===== config.mk =====
export PLATFORM = sky130hd
export DESIGN_NAME = i2c_sequencer
export DESIGN_NICKNAME = d
export VERILOG_FILES = /design/src/rtl/i2c_sequencer.sv
export SDC_FILE = /design/constraint.sdc
export NUM_CORES = 1
export LEC_CHECK = 0
export ABC_AREA = 1
export BUFFER_PORTS_ARGS = -buffer_cell sky130_fd_sc_hd__buf_2
export CORE_ASPECT_RATIO = 0.9
export CORE_MARGIN = 5
export CORE_UTILIZATION = 50
export DETAILED_ROUTE_END_ITERATION = 10
export GPL_ROUTABILITY_DRIVEN = 0
export GPL_TIMING_DRIVEN = 0
export PLACE_DENSITY = 0.71
export SYNTH_ARGS = -nofsm -noshare
export SYNTH_HDL_FRONTEND = slang
export SYNTH_SLANG_ARGS = --single-unit

===== constraint.sdc =====
create_clock -name clock -period 2 [get_ports clock]
set_input_delay 0.2 -clock clock [delete_from_list [all_inputs] [get_ports clock]]
set_output_delay 0.2 -clock clock [all_outputs]
set_load 0.02 [all_outputs]

===== src/rtl/i2c_sequencer.sv =====
// i2c_sequencer: runs a list of transactions on a downstream transmitter.
// Each transaction is launched with start_trans, confirmed by the transmitter
// leaving idle, and finished when it returns to idle. Between transactions the
// sequencer waits a programmable number of bus clock-high ticks. The sequence
// either stops after num_trans transactions or, in loop mode, repeats forever.
// It can be cut short by abort at any point.
//
// Handshake with the transmitter: start_trans is a one-cycle request. The request
// counts as accepted only once idle is seen low. The transaction counts as
// finished once idle is seen high again.
module i2c_sequencer #(
    parameter int IDX_W = 6,
    parameter int GAP_W = 6
) (
    input  logic             clock,
    input  logic             reset,
    input  logic             start,
    input  logic             abort,
    input  logic             idle,
    input  logic             cl_high,
    input  logic [IDX_W-1:0] num_trans,
    input  logic [GAP_W-1:0] gap_highs,
    input  logic             loop_mode,
    output logic             start_trans,
    output logic             inc_trans,
    output logic [IDX_W-1:0] trans_index,
    output logic             busy,
    output logic             done,
    output logic             aborted
);

    typedef enum logic [6:0] {
        S_IDLE   = 7'b0000001,
        S_START  = 7'b0000010,
        S_ACK    = 7'b0000100,
        S_TRANS  = 7'b0001000,
        S_UPDATE = 7'b0010000,
        S_WAIT   = 7'b0100000,
        S_DONE   = 7'b1000000
    } state_t;

    localparam logic [IDX_W-1:0] IDX_ONE = IDX_W'(1);
    localparam logic [GAP_W-1:0] GAP_ONE = GAP_W'(1);

    // state is the observable FSM state for external checkers
    state_t           state;
    state_t           state_next;

    logic [IDX_W-1:0] num_lat;
    logic [GAP_W-1:0] gap_lat;
    logic             loop_lat;
    logic [GAP_W-1:0] gap_cnt;
    logic             pend;

    // decoded control strobes from the next-state logic
    logic             accept;
    logic             load_seq;
    logic             ab_set;
    logic             pend_clr;
    logic             idx_inc;
    logic             idx_wrap;
    logic             last;

    assign last = (trans_index == (num_lat - IDX_ONE));

    // outputs are pure decodes of the current state
    assign start_trans = (state == S_START);
    assign inc_trans   = (state == S_UPDATE);
    assign done        = (state == S_DONE);
    assign busy        = (state != S_IDLE);

    // state register
    always_ff @(posedge clock or negedge reset) begin
        if (!reset) begin
            state <= S_IDLE;
        end else begin
            state <= state_next;
        end
    end

    // next-state and control strobes; abort beats the gap match in WAIT
    always_comb begin
        state_next = state;
        accept     = 1'b0;
        load_seq   = 1'b0;
        ab_set     = 1'b0;
        pend_clr   = 1'b0;
        idx_inc    = 1'b0;
        idx_wrap   = 1'b0;
        case (state)
            S_IDLE: begin
                if (start) begin
                    accept = 1'b1;
                    if (num_trans != '0) begin
                        load_seq   = 1'b1;
                        state_next = S_START;
                    end else begin
                        state_next = S_DONE;
                    end
                end
            end
            S_START: begin
                if (abort) begin
                    ab_set     = 1'b1;
                    state_next = S_DONE;
                end else begin
                    state_next = S_ACK;
                end
            end
            S_ACK: begin
                if (!idle) state_next = S_TRANS;
            end
            S_TRANS: begin
                if (idle) state_next = S_UPDATE;
            end
            S_UPDATE: begin
                if (pend) begin
                    ab_set     = 1'b1;
                    pend_clr   = 1'b1;
                    state_next = S_DONE;
                end else if (!last) begin
                    idx_inc    = 1'b1;
                    state_next = S_WAIT;
                end else if (loop_lat) begin
                    idx_wrap   = 1'b1;
                    state_next = S_WAIT;
                end else begin
                    state_next = S_DONE;
                end
            end
            S_WAIT: begin
                if (abort) begin
                    ab_set     = 1'b1;
                    state_next = S_DONE;
                end else if (gap_cnt == gap_lat) begin
                    state_next = S_START;
                end
            end
            S_DONE: begin
                state_next = S_IDLE;
            end
            default: begin
                state_next = S_IDLE;
            end
        endcase
    end

    // sequence parameters captured on an accepted non-empty start
    always_ff @(posedge clock or negedge reset) begin
        if (!reset) begin
            num_lat  <= '0;
            gap_lat  <= '0;
            loop_lat <= 1'b0;
        end else if (load_seq) begin
            num_lat  <= num_trans;
            gap_lat  <= gap_highs;
            loop_lat <= loop_mode;
        end
    end

    // transaction pointer, modulo 2^IDX_W
    always_ff @(posedge clock or negedge reset) begin
        if (!reset) begin
            trans_index <= '0;
        end else if (load_seq || idx_wrap) begin
            trans_index <= '0;
        end else if (idx_inc) begin
            trans_index <= trans_index + IDX_ONE;
        end
    end

    // gap counter counts clock-high ticks only while staying in WAIT
    always_ff @(posedge clock or negedge reset) begin
        if (!reset) begin
            gap_cnt <= '0;
        end else if (state == S_WAIT && state_next == S_WAIT) begin
            if (cl_high) gap_cnt <= gap_cnt + GAP_ONE;
        end else begin
            gap_cnt <= '0;
        end
    end

    // abort seen mid-transaction is deferred until the transaction finishes
    always_ff @(posedge clock or negedge reset) begin
        if (!reset) begin
            pend <= 1'b0;
        end else if (accept || pend_clr) begin
            pend <= 1'b0;
        end else if (abort && (state == S_ACK || state == S_TRANS)) begin
            pend <= 1'b1;
        end
    end

    // sticky aborted flag, cleared by the next accepted start
    always_ff @(posedge clock or negedge reset) begin
        if (!reset) begin
            aborted <= 1'b0;
        end else if (ab_set) begin
            aborted <= 1'b1;
        end else if (accept) begin
            aborted <= 1'b0;
        end
    end

endmodule


== Yosys cells after proc, flatten, opt, wreduce, memory -nomap -nowiden ==
Index checks and enable logic that the tools add are counted.

* Register bits: 34
* Output and inout port bits: 11

* Add/sub/neg operators: 3
* Equality and inequality tests: 12
* Multiplexer cells: 35
* Reductions and logical operators: 10

{| class="wikitable"
|+ Operator list
! cell !! count
|-
| two-way mux 7 bit || 10
|-
| one-hot mux 7 bit (6 select lines) || 1
|-
| two-way mux 6 bit || 4
|-
| two-way mux 1 bit || 19
|-
| equality test 7 x 6 -> 1 bit (second input constant) || 2
|-
| adder 6 x 1 -> 6 bit (second input constant) || 2
|-
| equality test 6 bit || 2
|-
| equality test 7 x 1 -> 1 bit (second input constant) || 1
|-
| equality test 7 x 2 -> 1 bit (second input constant) || 1
|-
| equality test 7 x 3 -> 1 bit (second input constant) || 1
|-
| equality test 7 x 4 -> 1 bit (second input constant) || 1
|-
| equality test 7 x 5 -> 1 bit (second input constant) || 1
|-
| equality test 7 bit (second input constant) || 1
|-
| inequality test 7 x 1 -> 1 bit (second input constant) || 1
|-
| nonzero test 2 bit || 3
|-
| nonzero test 6 bit || 1
|-
| subtractor 6 x 1 -> 6 bit (second input constant) || 1
|-
| logical OR 1 bit || 3
|-
| logical AND 1 bit || 2
|-
| inequality test 2 bit (second input constant) || 1
|-
| one-hot mux 1 bit (2 select lines) || 1
|-
| OR reduction 2 bit || 1
|}

== Longest topological paths before layout ==
Gate-level depths: netlist of the first run.

* Depth after elaboration: 8
* Depth in mapped cells: 14
* Mapped depth without buffers: 13

== Worst setup path before layout of the first run ==
No wires, ideal clock.

* Path kind: flip-flop to flip-flop
* Start point: register num_lat[0]
* End point: register trans_index[2]
* Setup time: 0.117 ns
* Data arrival time: 1.494 ns
* Slack: 0.389 ns
* Cell stages (with the launch flop): 14
* Path buffers: 1
* Cell sequence: dfrtp_1 -> inv_1 -> ha_1 -> nand2_1 -> nand2_1 -> nor2_1 -> nand3_1 -> nor2_1 -> nand3_1 -> nand2_2 -> inv_2 -> buf_6 -> nand3_1 -> nand2_1

* Word-level cells in the longest chain between the ends: 7
* Elaborated cells between the ends (all ways): 11

{| class="wikitable"
|+ Ends and longest elaborated chain
! what !! line !! RTL
|-
| start: declaration || 49 || <nowiki>logic [IDX_W-1:0] num_lat;</nowiki>
|-
| start signal: assignment || 155 || <nowiki>num_lat <= num_trans;</nowiki>
|-
| subtractor 6 x 1 -> 6 bit * || 64 || <nowiki>assign last = (trans_index == (num_lat - IDX_ONE));</nowiki>
|-
| equality test 6 bit * || 64 ||
|-
| two-way mux 1 bit || 121 || <nowiki>end else if (!last) begin</nowiki>
|-
| two-way mux 1 bit || 117 || <nowiki>if (pend) begin</nowiki>
|-
| two-way mux 1 bit || 90 || <nowiki>case (state)</nowiki>
|-
| logical OR 1 bit || 165 || <nowiki>end else if (load_seq || idx_wrap) begin</nowiki>
|-
| two-way mux 6 bit or nonzero test 2 bit (tied branches) || n/a ||
|-
| end signal: assignment || 168 || <nowiki>trans_index <= trans_index + IDX_ONE;</nowiki>
|-
| end: declaration || 26 || <nowiki>output logic [IDX_W-1:0] trans_index,</nowiki>
|}

Every way passes the cells marked *; elsewhere a longest branch is shown, timed or not.
A chain may end at the register's enable or synchronous reset.

== Worst setup path in the final report of the first run ==
Same ends and word-level chain as after synthesis.

==> key figures, run 1 <==
Drt
  • # DRC: 0
  • Vias/cell: 4.925
  • ANT nets after route: 0
  • 1st-pass router iterations: 4
  • Routed vias: 1699
  • Wire per inst: 11.66 µm
  • 1st-iter DRT viols: 64
  • Wirelength, routed: 4021 µm

Die
  • Die Wd: 76.24 µm
  • Die Span Y: 69.62 µm
  • Ports: 30
  • Row cnt: 21
  • Die area: 5307 µm²
  • Initial core utilization: 52.55%
  • Core ar.: 3757 µm²

Timing
  • FMAX: 0.5567 GHz
  • Slew HR: 48.90%
  • Crit path time final: 1796 ps
  • Hold Worst Slack: -7.589 ps
  • Slew at the pin closest to its max-slew limit: 766.5 ps
  • RSZ-0062 raised after global routing: no
  • Setup TNS: 0 ps
  • Slew Viols, Final: 0
  • Final hold violation count: 12
  • Period utilization: 89.81%
  • Setup Skew: 3.823 ps
  • Setup Viol. Count Final: 0

Final layout
  • Commonest non-fill, non-tap cell in the layout: nand2_1
  • Nets: 320
  • Design Area, Final: 2260 µm²
  • Area growth syn-to-layout: 14.45%
  • Fill count: 367
  • Post-route insts no fill: 345
  • Layout cells sized above 1: 17.73%
  • Antenna diodes: 0
  • Commonest cells after routing, fill and taps aside: nand2_1 (76), inv_1 (35), dfrtp_1 (33), buf_2 (31), nand3_1 (29)

GRT
  • Initial antenna violation count: 0
  • Tot GR Track Use: 16.17%
  • Global-route wire length before repair: 7113 µm
  • Number of global-route vias before repair: 1595
  • Pin count of the biggest net entering global routing: 35
  • Grt ovf: 0

Yosys
  • Area fraction of the dominant cell type after synthesis: 41.83%
  • Post-Syn Nets: 284
  • Mean Syn Cell Area: 7.536 µm²
  • Syn Inst Count: 262
  • Sequential fraction of the synthesis area: 43.16%
  • Distinct cell type count after synthesis: 31
  • Largest area contributor in the netlist: dfrtp_1
  • Post-synthesis instance area: 1974 µm²
  • Yosys Warn Count: 0
  • Synth Register Bits: 34
  • Top cells by area, synth: dfrtp_1 (42%), nand2_1 (14%), nand3_1 (7.4%)

CTS
  • CTS Sinks: 34
  • Reg clk slew, reported paths: 60 ps
  • Clk Latency, worst-skew pair: 280 ps
  • Clock Tree Buf Depth: 2
  • CTS tree: yes
  • H-tree Lvls: 2
  • # hold bufs at CTS: 0
  • Root buf cell: clkbuf_8
  • CTS Buf Count: 5
  • Post-CTS Setup Bufs: 0

Critical path
  • Critical Path RT: 2170 ps
  • CP Class: reg2reg
  • FF-to-FF path depth: 14
  • Crit-path max FO: 10
  • Crit path DAT: 1970 ps
  • Worst Setup Start Kind: flip-flop
  • CP endpoint kind: flip-flop

Outcome
  • Failing checks: negative hold slack
  • Status: complete, but fails checks

Place
  • Number of port buffers: 29
  • Dpl cells: 337
  • Post-DP HPWL: 3102 µm
  • Placed Area: 2177 µm²

Power and ir drop
  • Power density of the placed cells: 1097 nW/µm²
  • VDD IR-drop max: 0.7528 mV
  • Leakage: 0.001245 µW

Hold path
  • Hold Crit Class: in2async

Job
  • # Max-Cap Violations: 0
[through the flow]
step | worst slack [ps] | util, % | power [µW]
after floorplan | 388.6 | - | 1782
after global placement | 212.8 | 57.94 | 1992
after detailed placement | 185.9 | 57.94 | 2018
after CTS | 156.1 | 60.07 | 2503
after global routing | 4.953 | 60.14 | 2711
final | 203.8 | 60.14 | 2480
[logic make-up after synthesis]
group | after synthesis | synth area share, %
buffers and inverters | 41 | 8.302
XOR/XNOR | 10 | 4.436
flip-flops | 34 | 43.16
AO/OA/AOI/OAI | 17 | 5.007
adder cells (fa/ha/maj) | 3 | 1.901
multiplexers | 1 | 0.5070
AND/OR/NAND/NOR | 156 | 36.69
[critical path, stage by stage (launching register included)]
cell     delay [ps]
dfrtp_1         410
inv_1           100
ha_1            300
inv_1            40
nand2_1          60
nand2_1          40
nor2_1          120
nand3_1          80
nor2_1          100
nand3_1          80
nand2_2          70
inv_2            40
buf_6           130
nand3_1          70
nand2_1          50
[power by group]
part	internal, µW	total [µW]	switching [µW]
sequential	859	985	126
combinational	373	1020	647
clock	247	474	227
total	1480	2480	1000
[registers in the layout, summed over array words and instances, names as in the netlist]
| signal | cells |
|---|---|
| aborted | 1 |
| gap_cnt | 6 |
| gap_lat | 6 |
| loop_lat | 1 |
| num_lat | 6 |
| pend | 1 |
| state | 7 |
| trans_index | 6 |
[final cells by class]
cell class | instances | area [µm²] | area share, %
buffer | 3 | 21.27 | 0.9413
sequential | 34 | 852.1 | 37.71
inverter | 38 | 142.6 | 6.312
clock buffer | 8 | 80.08 | 3.544
tap | 46 | 57.56 | 2.547
multi-input combinational | 187 | 960.9 | 42.52
timing repair buffer | 29 | 145.1 | 6.423
[layer usage]
metal	track usage (%)	share of wire [%]	vias to the layer above
li1	-	-	908
met1	21.87	50	764
met2	25.19	45	23
met3	4.545	3.9	4
met4	4.660	0.90	0
met5	0	0	-
[worst paths after layout]
kind	startpoint	to	slack (ps)
max	num_lat[0]	trans_index[2]	200
max in group asynchronous	reset	trans_index[0]	1520
min reg2reg	loop_lat	loop_lat	480
min in group clock	idle	state[3]	70
min	reset	num_lat[1]	-8
max reg2reg	num_lat[0]	trans_index[2]	200
[Yosys cell counts]
| library cell | count |
|---|---|
| buf_2 | 2 |
| nand2_2 | 2 |
| o211ai_1 | 1 |
| nor3b_1 | 1 |
| mux2i_1 | 1 |
| nand4_4 | 1 |
| nor3_4 | 1 |
| dfstp_2 | 1 |
| nand4_1 | 6 |
| inv_2 | 3 |
| o22ai_1 | 3 |
| nor2_1 | 27 |
| ha_1 | 3 |
| a21oi_1 | 7 |
| inv_1 | 35 |
| nand3b_1 | 1 |
| and3_1 | 1 |
| nor4_1 | 1 |
| a21oi_2 | 2 |
| o21ai_1 | 2 |
| buf_6 | 1 |
| nand3_2 | 2 |
| xnor2_1 | 1 |
| nand2_1 | 76 |
| dfrtp_1 | 33 |
| nor2_2 | 2 |
| nor2_8 | 1 |
| o21ai_0 | 2 |
| xor2_1 | 9 |
| nor3_1 | 5 |
| nand3_1 | 29 |
[repair_timing]
| item | CTS | global route |
|---|---|---|
| endpoints found under the hold margin | 0 | 0 |
| resized for setup | 0 | 1 |
| endpoints found under the setup margin | 0 | 4 |
(Power assumes the default switching activity.)
==> run 2, diff against run 1 <==
CELL_PAD_IN_SITES_DETAIL_PLACEMENT = 0   (was default)
CELL_PAD_IN_SITES_GLOBAL_PLACEMENT = 1   (was default)
CORE_UTILIZATION = 41   (was 50)
PLACE_DENSITY = 0.78   (was 0.71)
==> key figures, run 2 (synthesized netlist as in run 1, its figures left out) <==
Place
  • Setup WS pre-CTS: 170.0 ps
  • Number of port buffers: 29
  • Post-DP HPWL: 3316 µm
  • Placed Area: 2201 µm²

Die
  • Ports: 30
  • Die Span Y: 75.84 µm
  • Row cnt: 24
  • Core ar.: 4745 µm²
  • Die Wd: 83.15 µm
  • Die area: 6306 µm²
  • Initial core utilization: 41.61%

Final layout
  • Design Area, Final: 2312 µm²
  • Reg area: 852.1 µm²
  • Nets: 322
  • Number of flip-flops in the largest register: 7
  • Largest Register: state
  • Util after Layout: 48.73%
  • Commonest cells after routing, fill and taps aside: nand2_1 (76), inv_1 (34), dfrtp_1 (33), buf_2 (31), nand3_1 (29)
  • Fill count: 526
  • Antenna diodes: 0
  • Commonest non-fill, non-tap cell in the layout: nand2_1
  • Area growth syn-to-layout: 17.11%
  • Multi-input gate area: 963.4 µm²
  • Layout cells sized above 1: 19.60%

CTS
  • CTS Sinks: 34
  • CTS Buf Count: 5
  • Clk Latency, worst-skew pair: 290 ps
  • H-tree Lvls: 2
  • Clock Tree Buf Depth: 2
  • Root buf cell: clkbuf_8
  • CTS tree: yes
  • Reg clk slew, reported paths: 70 ps

Critical path
  • CP endpoint kind: flip-flop
  • Crit path cell chain: inv_2 > ha_1 > inv_1 > nand2_1 > nand2_1 > nor2_2 > nand3_1 > nor2_1 > nand3_1 > nand2_2 > inv_2 > buf_6 > nand3_1 > nand2_1
  • Crit-path max FO: 10
  • Worst Setup Start Kind: flip-flop
  • Crit path buf inv count: 4
  • Crit path DAT: 1970 ps
  • Worst reg-to-reg setup slack: 200 ps
  • Slowest stage cell, crit path: dfrtp_1
  • Critical Path RT: 2180 ps
  • FF-to-FF path depth: 14
  • Worst flop-to-flop path startpoint: num_lat[0]
  • Critical path's largest stage delay: 430 ps
  • Worst path top cell family by delay: simple AND/OR/NAND/NOR gates
  • Reg2reg end: trans_index[4]
  • CP Class: reg2reg

Timing
  • Crit path time final: 1798 ps
  • Slew at the pin closest to its max-slew limit: 789.5 ps
  • Setup Skew: 4.890 ps
  • FMAX: 0.5561 GHz
  • Slew HR: 47.37%
  • RSZ-0062 raised after global routing: no
  • Period utilization: 89.92%
  • Setup TNS: 0 ps
  • Hold Worst Slack: -12.33 ps
  • Final hold violation count: 18
  • Post-route setup slack: 201.7 ps
  • Slew Viols, Final: 0
  • Setup Viol. Count Final: 0

Power and ir drop
  • Net Sw Frac: 40.70%
  • Int Pwr: 1535 µW
  • Register share of total power: 38.2%
  • Sw Pwr: 1053 µW
  • Power density of the placed cells: 1119 nW/µm²
  • Clock power frac: 20.6%
  • VDD IR-drop max: 0.4119 mV
  • Gate power share: 41.2%
  • Leakage: 0.001263 µW

Drt
  • Routed vias: 1752
  • Wirelength, routed: 4410 µm
  • Wire per inst: 12.05 µm
  • ANT nets after route: 0
  • # DRC: 0
  • 1st-iter DRT viols: 60
  • Vias/cell: 4.787
  • 1st-pass router iterations: 4

Job
  • # Max-Cap Violations: 0

GRT
  • Initial antenna violation count: 0
  • Number of global-route vias before repair: 1631
  • Global-route wire length before repair: 7514 µm
  • Grt ovf: 0
  • Tot GR Track Use: 14.86%
  • Pin count of the biggest net entering global routing: 35

Hold path
  • Hold Crit Class: in2async

Outcome
  • Failing checks: negative hold slack
  • Status: complete, but fails checks
## run 2: cell types whose count changed in the layout (fill, tap and decap cells not counted), sizes merged
| cell | previous run | this run |
|---|---|---|
| buf | 32 | 34 |
| clkbuf | 8 | 7 |
| clkinv | 0 | 1 |
## run 2: how the worst max path moves through the flow
| stage | from | end | slack, ps | cells past startpoint |
|---|---|---|---|---|
| floorplan | num_lat[0] | trans_index[2] | 390 | 13 |
| global placement | num_lat[0] | trans_index[0] | 180 | 12 |
| detailed placement | num_lat[0] | trans_index[4] | 170 | 14 |
| CTS | num_lat[0] | trans_index[4] | 150 | 14 |
| global route | num_lat[0] | trans_index[4] | 9 | 14 |
| finish | num_lat[0] | trans_index[4] | 200 | 14 |
## run 2: area by class of cell
cell class,count,area share (%)
clock inverter,1,0.2164
multi-input combinational,187,41.67
sequential,34,36.85
clock buffer,7,3.734
inverter,38,6.169
timing repair buffer,31,6.926
buffer,3,0.9199
tap,65,3.517
## run 2: per-stage QoR
| step | std cells | power, µW |
|---|---|---|
| detailed placement | 356 | 2034 |
| floorplan | 262 | 1782 |
| finish | 366 | 2588 |
| global route | 366 | 2820 |
| CTS | 364 | 2578 |
| global placement | 356 | 2016 |
## run 2: what timing repair did
| action | CTS | global route |
|---|---|---|
| setup buffers | 0 | 2 |
| gates resized for setup | 0 | 3 |
| setup endpoints to repair | 0 | 6 |
| hold buffers | 0 | 0 |
## run 2: per-layer routing
| layer | vias up | track usage, % | wire length, µm |
|---|---|---|---|
| met1 | 803 | 19.61 | 2239 |
| met3 | 8 | 3.135 | 174 |
| li1 | 909 | - | - |
| met4 | 0 | 5.445 | 65 |
| met5 | - | 0 | 0 |
| met2 | 32 | 24.56 | 1930 |
## run 2: power by group through the flow
stage / registers, µW / clock network, µW / logic (µW)
finish: 989 / 534 / 1070
floorplan: 974 / 0 / 808
global placement: 996 / 0 / 1020
detailed placement: 999 / 0 / 1030
global route: 1010 / 580 / 1230
CTS: 988 / 549 / 1040
## run 2: worst register-to-register path, cell delays in order, from the launching register on
cell     delay (ps)
dfrtp_1         430
inv_2            70
ha_1            310
inv_1            40
nand2_1          50
nand2_1          60
nor2_2           90
nand3_1          70
nor2_1          120
nand3_1          90
nand2_2          70
inv_2            40
buf_6           130
nand3_1          70
nand2_1          60
